[config.mk]
export PLATFORM = sky130hd
export DESIGN_NAME = crossbar_arbiter
export DESIGN_NICKNAME = d
export VERILOG_FILES = /design/src/rtl/crossbar_arbiter.sv
export SDC_FILE = /design/constraint.sdc
export NUM_CORES = 1
export LEC_CHECK = 0
export ABC_AREA = 1
export CAP_MARGIN = 20
export CORE_MARGIN = 2
export CORE_UTILIZATION = 40
export CTS_BUF_LIST = sky130_fd_sc_hd__clkbuf_8
export CTS_CLUSTER_SIZE = 40
export DETAILED_ROUTE_END_ITERATION = 12
export DONT_BUFFER_PORTS = 1
export PLACE_DENSITY_LB_ADDON = 0.25
export SYNTH_ARGS = -nofsm -noshare
export SYNTH_HDL_FRONTEND = slang
export SYNTH_SLANG_ARGS = --single-unit
[constraint.sdc]
create_clock -name i_clk -period 1.9 [get_ports i_clk]
set_input_delay 0.19 -clock i_clk [delete_from_list [all_inputs] [get_ports i_clk]]
set_output_delay 0.19 -clock i_clk [all_outputs]
set_load 0.02 [all_outputs]
[src/rtl/crossbar_arbiter.sv]
// Per-slave round-robin ownership arbiter for an M-master / S-slave crossbar.
// Each slave runs an IDLE/ADDR/DATA sequencer; selects and grants are decoded from registers only.
module crossbar_arbiter #(
    parameter int M  = 3,
    parameter int S  = 2,
    parameter int MW = (M > 1) ? $clog2(M) : 1,
    parameter int SW = (S > 1) ? $clog2(S) : 1
) (
    input  logic            i_clk,
    input  logic            i_rst_n,
    input  logic [M-1:0]    i_m_req,
    input  logic [M*SW-1:0] i_m_tgt,
    input  logic [S-1:0]    i_s_addr_val,
    input  logic [S-1:0]    i_s_addr_rdy,
    input  logic [S-1:0]    i_s_cmd_val,
    input  logic [S-1:0]    i_s_cmd_rdy,
    input  logic [S-1:0]    i_s_cmd,
    input  logic [S-1:0]    i_s_wr_val,
    input  logic [S-1:0]    i_s_wr_rdy,
    input  logic [S-1:0]    i_s_rd_val,
    input  logic [S-1:0]    i_s_rd_rdy,
    output logic [S*MW-1:0] o_m_sel_array,
    output logic [M*SW-1:0] o_s_sel_array,
    output logic [M-1:0]    o_m_gnt,
    output logic [S-1:0]    o_s_busy
);

    typedef enum logic [1:0] {ST_IDLE, ST_ADDR, ST_DATA} state_t;

    logic [S-1:0][MW-1:0] w_own;
    logic [S-1:0][MW-1:0] w_ptr;
    logic [S-1:0]         w_busy;
    logic [M-1:0]         w_gnt;
    logic [M-1:0][SW-1:0] w_ssel;
    logic [SW-1:0]        w_tgt [M];
    logic [S-1:0]         w_pick_val;
    logic [S-1:0][MW-1:0] w_pick_idx;
    logic [M-1:0]         w_taken;

    genvar gi;
    generate
        for (gi = 0; gi < M; gi++) begin : g_tgt
            assign w_tgt[gi] = i_m_tgt[gi*SW +: SW];
        end
    endgenerate

    // Round-robin search per slave; a master already owning a slave is not eligible.
    // Lower slave index wins a shared pick, the loser simply waits a cycle.
    always_comb begin
        logic [MW-1:0] cand;
        cand       = '0;
        w_taken    = '0;
        w_pick_val = '0;
        w_pick_idx = '0;
        for (int j = 0; j < S; j++) begin
            cand = w_ptr[j];
            for (int k = 0; k < M; k++) begin
                cand = (cand == MW'(M-1)) ? '0 : cand + 1'b1;
                if (!w_pick_val[j] && i_m_req[cand] && (w_tgt[cand] == SW'(j)) && !w_gnt[cand]) begin
                    w_pick_val[j] = 1'b1;
                    w_pick_idx[j] = cand;
                end
            end
            if (w_busy[j]) begin
                w_pick_val[j] = 1'b0;
            end else if (w_pick_val[j]) begin
                if (w_taken[w_pick_idx[j]]) w_pick_val[j] = 1'b0;
                else                        w_taken[w_pick_idx[j]] = 1'b1;
            end
        end
    end

    generate
        for (gi = 0; gi < S; gi++) begin : g_slave
            state_t        r_state, w_state_next;
            logic [MW-1:0] r_own, w_own_next;
            logic [MW-1:0] r_ptr, w_ptr_next;
            logic          r_wr, w_wr_next;
            logic          r_addr_done, w_addr_done_next;
            logic          r_cmd_done, w_cmd_done_next;
            logic          w_addr_hs, w_cmd_hs, w_data_hs;

            assign w_addr_hs = i_s_addr_val[gi] & i_s_addr_rdy[gi];
            assign w_cmd_hs  = i_s_cmd_val[gi]  & i_s_cmd_rdy[gi];
            assign w_data_hs = r_wr ? (i_s_wr_val[gi] & i_s_wr_rdy[gi])
                                    : (i_s_rd_val[gi] & i_s_rd_rdy[gi]);

            always_ff @(posedge i_clk or negedge i_rst_n) begin
                if (!i_rst_n) begin
                    r_state     <= ST_IDLE;
                    r_own       <= '0;
                    r_ptr       <= MW'(M-1);
                    r_wr        <= 1'b0;
                    r_addr_done <= 1'b0;
                    r_cmd_done  <= 1'b0;
                end else begin
                    r_state     <= w_state_next;
                    r_own       <= w_own_next;
                    r_ptr       <= w_ptr_next;
                    r_wr        <= w_wr_next;
                    r_addr_done <= w_addr_done_next;
                    r_cmd_done  <= w_cmd_done_next;
                end
            end

            always_comb begin
                w_state_next     = r_state;
                w_own_next       = r_own;
                w_ptr_next       = r_ptr;
                w_wr_next        = r_wr;
                w_addr_done_next = r_addr_done;
                w_cmd_done_next  = r_cmd_done;
                case (r_state)
                    ST_IDLE: begin
                        w_addr_done_next = 1'b0;
                        w_cmd_done_next  = 1'b0;
                        if (w_pick_val[gi]) begin
                            w_own_next   = w_pick_idx[gi];
                            w_ptr_next   = w_pick_idx[gi];
                            w_state_next = ST_ADDR;
                        end
                    end
                    ST_ADDR: begin
                        if (w_cmd_hs && !r_cmd_done) w_wr_next = i_s_cmd[gi];
                        w_addr_done_next = r_addr_done | w_addr_hs;
                        w_cmd_done_next  = r_cmd_done | w_cmd_hs;
                        // Owner withdrew before its address was taken: give the slave back.
                        if (!i_m_req[r_own] && !r_addr_done && !w_addr_hs) begin
                            w_state_next     = ST_IDLE;
                            w_addr_done_next = 1'b0;
                            w_cmd_done_next  = 1'b0;
                        end else if ((r_addr_done | w_addr_hs) && (r_cmd_done | w_cmd_hs)) begin
                            w_state_next     = ST_DATA;
                            w_addr_done_next = 1'b0;
                            w_cmd_done_next  = 1'b0;
                        end
                    end
                    ST_DATA: begin
                        if (w_data_hs) w_state_next = ST_IDLE;
                    end
                    default: w_state_next = ST_IDLE;
                endcase
            end

            assign w_busy[gi] = (r_state != ST_IDLE);
            assign w_own[gi]  = r_own;
            assign w_ptr[gi]  = r_ptr;
        end
    endgenerate

    always_comb begin
        w_gnt  = '0;
        w_ssel = '0;
        for (int j = 0; j < S; j++) begin
            for (int i = 0; i < M; i++) begin
                if (w_busy[j] && (w_own[j] == MW'(i))) begin
                    w_gnt[i]  = 1'b1;
                    w_ssel[i] = SW'(j);
                end
            end
        end
    end

    assign o_m_sel_array = w_own;
    assign o_s_sel_array = w_ssel;
    assign o_m_gnt       = w_gnt;
    assign o_s_busy      = w_busy;

endmodule

Yosys cells after proc, flatten, opt, wreduce, memory -nomap -nowiden --
Index checks and enable logic that the tools add are counted.
Storage, ports and cells: register bits 18, input port bits 26, output and inout bits 12, word-level logic and storage cells 251
Operators by class: add/subtract/negate cells 6, magnitude comparators 17, equality and inequality tests 20, muxes and demuxes 112, bitwise logic cells 21, reductions and logical operators 63
Operator list (number):
- $mux 1 | 60
- $bmux 1 s2 | 22
- $mux 2 | 20
- $logic_and 1x1->1 | 31
- $lt 2x3->1 const B | 10
- $eq 2x2->1 const B | 10
- $ge 3x3->1 const B | 6
- $logic_not 1->1 | 18
- $not 2->3 | 6
- $add 2x1->2 const B | 6
- $pmux 2 s3 | 2
- $mux 3 | 3
- $and 1x1->1 | 8
- $eq 2x1->1 const B | 4
- $logic_not 2->1 | 4
- $ne 2x2->1 const B | 4
- $pmux 1 s2 | 4
- $reduce_and 2->1 | 4
- $reduce_bool 2->1 | 4
- $ne 3x3->1 const B | 2
- $reduce_and 3->1 | 2
- $or 1x1->1 | 4
- $not 1->1 | 3
- $demux 1 s2 | 1
- $ge 2x1->1 const B | 1

Depth between registers and ports, before layout --
depth in word-level cells 34, depth in mapped cells 14, depth with buffers taken out 14

Least setup slack after synthesis --
Ideal clock, no wire load.
path type register -> register, start point register g_slave[1].r_own[1], end point register g_slave[1].r_own[1], library setup time 0.117 ns, arrival 1.515 ns, data required time 1.783 ns, setup slack 0.268 ns, cell stages (with the launch flop) 13, path buffers 0, period minus slack after synthesis 1.632 ns, path through dfrtp_1 -> nor2_1 -> nand2_2 -> nand2_2 -> nand2_1 -> nand2_2 -> inv_2 -> nand2_2 -> o21ai_2 -> o21bai_4 -> inv_2 -> nand2_2 -> nand2_1
Between the ends: word-level cells in the longest chain between the ends 31, elaborated cells between the ends (all ways) 73, classes of those cells order compare: 2; eq/ne: 2; mux: 39; reduce/logical: 30
RTL lines:
- start: declaration | RTL line 76 | logic [MW-1:0] r_own, w_own_next;
- start signal: assignment | RTL line 98 | r_own <= w_own_next;
- $logic_not 2->1 * | RTL line 156 | if (w_busy[j] && (w_own[j] == MW'(i))) begin
- $logic_and 1x1->1 * | RTL line 156
- $mux 1 * | RTL line 156
- via o_m_gnt[0] | RTL line 24 | output logic [M-1:0] o_m_gnt,
- $bmux 1 s2 | RTL line 59 | if (!w_pick_val[j] && i_m_req[cand] && (w_tgt[cand] == SW'(j)) && !w_gnt[cand]) begin
- $mux 1 (not written as such) | RTL line 59
- $logic_not 1->1 | RTL line 59
- $logic_and 1x1->1 | RTL line 59
- [16 not listed]
- $mux 3 | RTL line 66 | end else if (w_pick_val[j]) begin
- $mux 3 | RTL line 64 | if (w_busy[j]) begin
- $bmux 1 s2 | RTL line 67 | if (w_taken[w_pick_idx[j]]) w_pick_val[j] = 1'b0;
- $mux 1 (not written as such) | RTL line 67
- $mux 1 | RTL line 67
- $mux 1 | RTL line 66
- $mux 1 | RTL line 64
- $reduce_and 2->1 (no source line)
The timed path passes the listed nets; every way through them passes the cells marked *. The select of a mux whose other input is x is not followed. A chain may end at the register's enable or synchronous reset.

Final worst setup path --
start point register g_slave[0].r_own[1], end point register g_slave[1].r_own[1]
Between the ends: word-level cells in the longest chain between the ends 32, elaborated cells between the ends (all ways) 76, classes of those cells order compare: 2; eq/ne: 2; mux: 42; reduce/logical: 30
RTL lines (RTL line):
- start: declaration | 76
- start signal: assignment | 98
- $eq 2x1->1 * | 156
- $logic_and 1x1->1 * | 156
- $mux 1 * (2 in series) | 156
- via o_m_gnt[1] | 24
- $bmux 1 s2 | 59
- $mux 1 (not written as such) | 59
- $logic_not 1->1 | 59
- $logic_and 1x1->1 | 59
- [16 not listed]
- $mux 3 | 66
- $mux 3 | 64
- $bmux 1 s2 | 67
- $mux 1 (not written as such) | 67
- $mux 1 | 67
- $mux 1 | 66
- $mux 1 | 64
- $reduce_and 2->1 (no source line)
Marked as above.

==> results.py <==
metrics = {
    "critical_path": {
        "critPathBufInv": 2,
        "startpoint_type": "flip-flop",
        "worstPathCellList": "nor2_1 -> nand2_2 -> nand2_4 -> nand2_2 -> nand2_2 -> inv_2 -> nand2_2 -> o21ai_2 -> o21bai_4 -> inv_2 -> nand2_2 -> nand2_1",
        "crit_end": "g_slave[1].r_own[1]$_DFFE_PN0P_",
        "required_ps": 2050,
        "end_kind": "flip-flop",
        "cp.arrival_ps": 1840,
        "r2r_slack_ps": 210,
        "timing.rr.start": "g_slave[0].r_own[1]$_DFFE_PN0P_",
        "critPathLaunch": "g_slave[0].r_own[1]$_DFFE_PN0P_",
        "crit_top_cell": "nand2_2",
        "cp.depth": 12,
        "cp_max_fo": 5,
        "crit_type": "flip-flop to flip-flop",
        "reg2reg_depth": 12,
        "critical_path.max_stage_delay_ps": 490,
        "cp_slowest_cell": "dfrtp_1",
        "crit_family": "simple AND/OR/NAND/NOR gates",
        "r2r-end": "g_slave[1].r_own[1]$_DFFE_PN0P_",
    },
    "sta": {
        "timing.fmax_ghz": 0.592,
        "fin_crit_sh_pct": 88.9,
        "hold_ws_ps": 98.6,
        "hold_viol": 0,
        "drv_slew": 0,
        "tightest_slew_ps": 703,
        "setup_viol": 0,
        "min_period_ps": 1690,
        "setup_tns_ps": 0,
        "rsz0062_at_grt": "false",
        "fin_worst_skew_ps": 5.20,
        "max-slew-margin-rel_pct": 53.0,
    },
    "placed_design": {
        "place_area_mm2": 0.00140,
        "placed_cells_incl_taps": 259,
        "hpwl_um": 2410,
        "port_buffers": 0,
        "globalplace.congestion": 0.823,
    },
    "logic_synthesis": {
        "yosysTopAreaCellShare_pct": 26.4,
        "synth_seq_area_share_pct": 30.3,
        "yosysTopAreaCell": "dfrtp_1",
        "synth_edf_count": 0,
        "synthArstFlopShare_pct": 100,
        "mappedNetlistNets": 239,
        "synth_area_leaders": "dfrtp_1 (26%), nand2_1 (22%), inv_1 (8.8%), nand3_1 (7.2%), nand2_2 (5.6%)",
        "avgSynthCellArea_um2": 6.24,
        "synthFlopType": "dfrtp_1",
        "yosysUniqueCellTypes": 26,
        "syn_inst": 213,
        "ys_seq_elements": 16,
        "synthTopCellsByCount": "nand2_1 (78), inv_1 (31), nand3_1 (19), nor2_1 (15), dfrtp_1 (14)",
        "yosysWarnings": 0,
        "syn_area_mm2": 0.00133,
        "yosysMostFrequentCell": "nand2_1",
    },
    "drt": {
        "drtAntennaViolNets": 0,
        "vias": 1271,
        "viasPerCell": 4.81,
        "drtPass1Iterations": 4,
        "drtIter0Drc": 24,
        "drc": 0,
        "wl_per_cell_um": 10.8,
        "routed_wl_um": 2860,
    },
    "cts": {
        "ctsHtreeMaxLevel": 1,
        "clockBufferDepth": 2,
        "clock_latency_ps": 250,
        "path_clk_slew_ps": 70,
        "cts_buffers": 3,
        "root_buffer": "clkbuf_8",
        "cts_tree": "built",
        "postCtsSetupBuffers": 0,
        "cts.sinks": 16,
    },
    "grt": {
        "grt_overflow": 0,
        "grt_max_degree": 17,
        "grt_pass1_wl_um": 4750,
        "antenna_found_initial": 0,
        "grt_usage_pct": 16.7,
        "grt_pass1_vias": 1157,
    },
    "layout": {
        "num_antenna_cells": 0,
        "final_area_mm2": 0.00147,
        "finalNonFillerCells": 264,
        "area_delta_synth_final_pct": 10.7,
        "layout-drive-gt1-share_pct": 19.1,
        "layout.nets": 247,
    },
    "power": {
        "power_density_mw_per_mm2": 1780,
        "ir_drop_uv": 943,
        "power.leakage_uw": 0.000837,
    },
    "run": {
        "cap_violations": 0,
    },
    "min_path": {
        "hold_start": "i_s_cmd[1]",
        "hold_class": "input pin to flip-flop",
        "hold_path_depth": 2,
    },
    "die": {
        "die-area_mm2": 0.00380,
        "pin_count": 38,
        "start_util_pct": 42.8,
        "row_count": 20,
        "die_h_um": 61.6,
        "core_mm2": 0.00310,
        "die_x_um": 61.6,
    },
    "run_status": {
        "status": "finished, final reports clean",
    },
}
per-layer routing:
metal / vias up / GRT usage, % / wire length, um
li1: 676 / - / -
met1: 569 / 21.2 / 1300
met2: 24 / 28.6 / 1400
met3: 2 / 4.83 / 153
met4: 0 / 2.74 / 10
met5: - / 0 / 0
kinds of logic (layout without fill, tap and decap cells):
logic type             Yosys count  after routing  synth area share, %
AO/OA/AOI/OAI                   15             15                 8.00
AND/OR/NAND/NOR                142            142                 49.1
buffers and inverters           40             47                 12.6
flip-flops                      16             16                 30.3
power breakdown:
group	total [uW]	internal, uW	switching, uW
Sequential	623	486	137
Clock	301	184	117
Combinational	1700	563	1140
per-stage QoR:
step | util, % | setup slack [ps] | power (uW)
floorplan | - | 268 | 1990
global placement | 45.0 | 209 | 2290
detailed placement | 45.0 | 209 | 2310
CTS | 47.1 | 198 | 2630
global route | 47.4 | 22.5 | 2920
finish | 47.4 | 212 | 2620
worst min path at each step:
stage	endpoint
2_1_floorplan	g_slave[0].r_addr_done$_DFFE_PN0P_
3_3_place_gp	g_slave[1].r_state[1]$_DFFE_PN0P_
3_5_place_dp	g_slave[1].r_own[1]$_DFFE_PN0P_
4_1_cts	g_slave[0].r_wr$_DFFE_PN0P_
5_1_grt	g_slave[0].r_wr$_DFFE_PN0P_
6_report	g_slave[1].r_wr$_DFFE_PN0P_
what timing repair did:
action,4_1_cts,5_1_grt
setup endpoints to repair,0,3
resized for setup,0,3
hold endpoints to repair,16,0
hold buffers,1,0
registers in the layout, indices dropped and copies added, names as in the netlist:
| register | cells |
|---|---|
| g_slave.r_wr | 2 |
| g_slave.r_cmd_done | 2 |
| g_slave.r_state | 4 |
| g_slave.r_ptr | 2 |
| g_slave.r_addr_done | 2 |
| g_slave.r_own | 4 |
area by class of cell:
cell class | count | area [um2]
inverter | 36 | 135
fill | 341 | 1630
clock buffer | 4 | 55.1
multi-input combinational | 157 | 768
tap | 44 | 55.1
sequential | 16 | 403
timing repair buffer | 7 | 55.1
cell usage in the layout, fill, tap and decap left out, types with 2 or more instances in the layout:
cell type	count
clkbuf_8	4
nor2_1	15
nand2_2	13
buf_4	6
nand3b_1	2
dfstp_2	2
o22ai_1	2
nand2_1	76
dfrtp_1	14
nor2_2	4
inv_1	31
nand3_2	2
nand2_4	2
a21oi_1	3
inv_2	5
nand4_1	8
o21ai_0	4
nand3_1	19
worst reg2reg max path: cells and delay by family (launching register included):
family | cells | cell delay [ps]
flops | 1 | 490
simple gates | 8 | 740
compound gates | 2 | 260
buf+inv | 2 | 100
No activity file was read; power rests on OpenSTA's default activity.
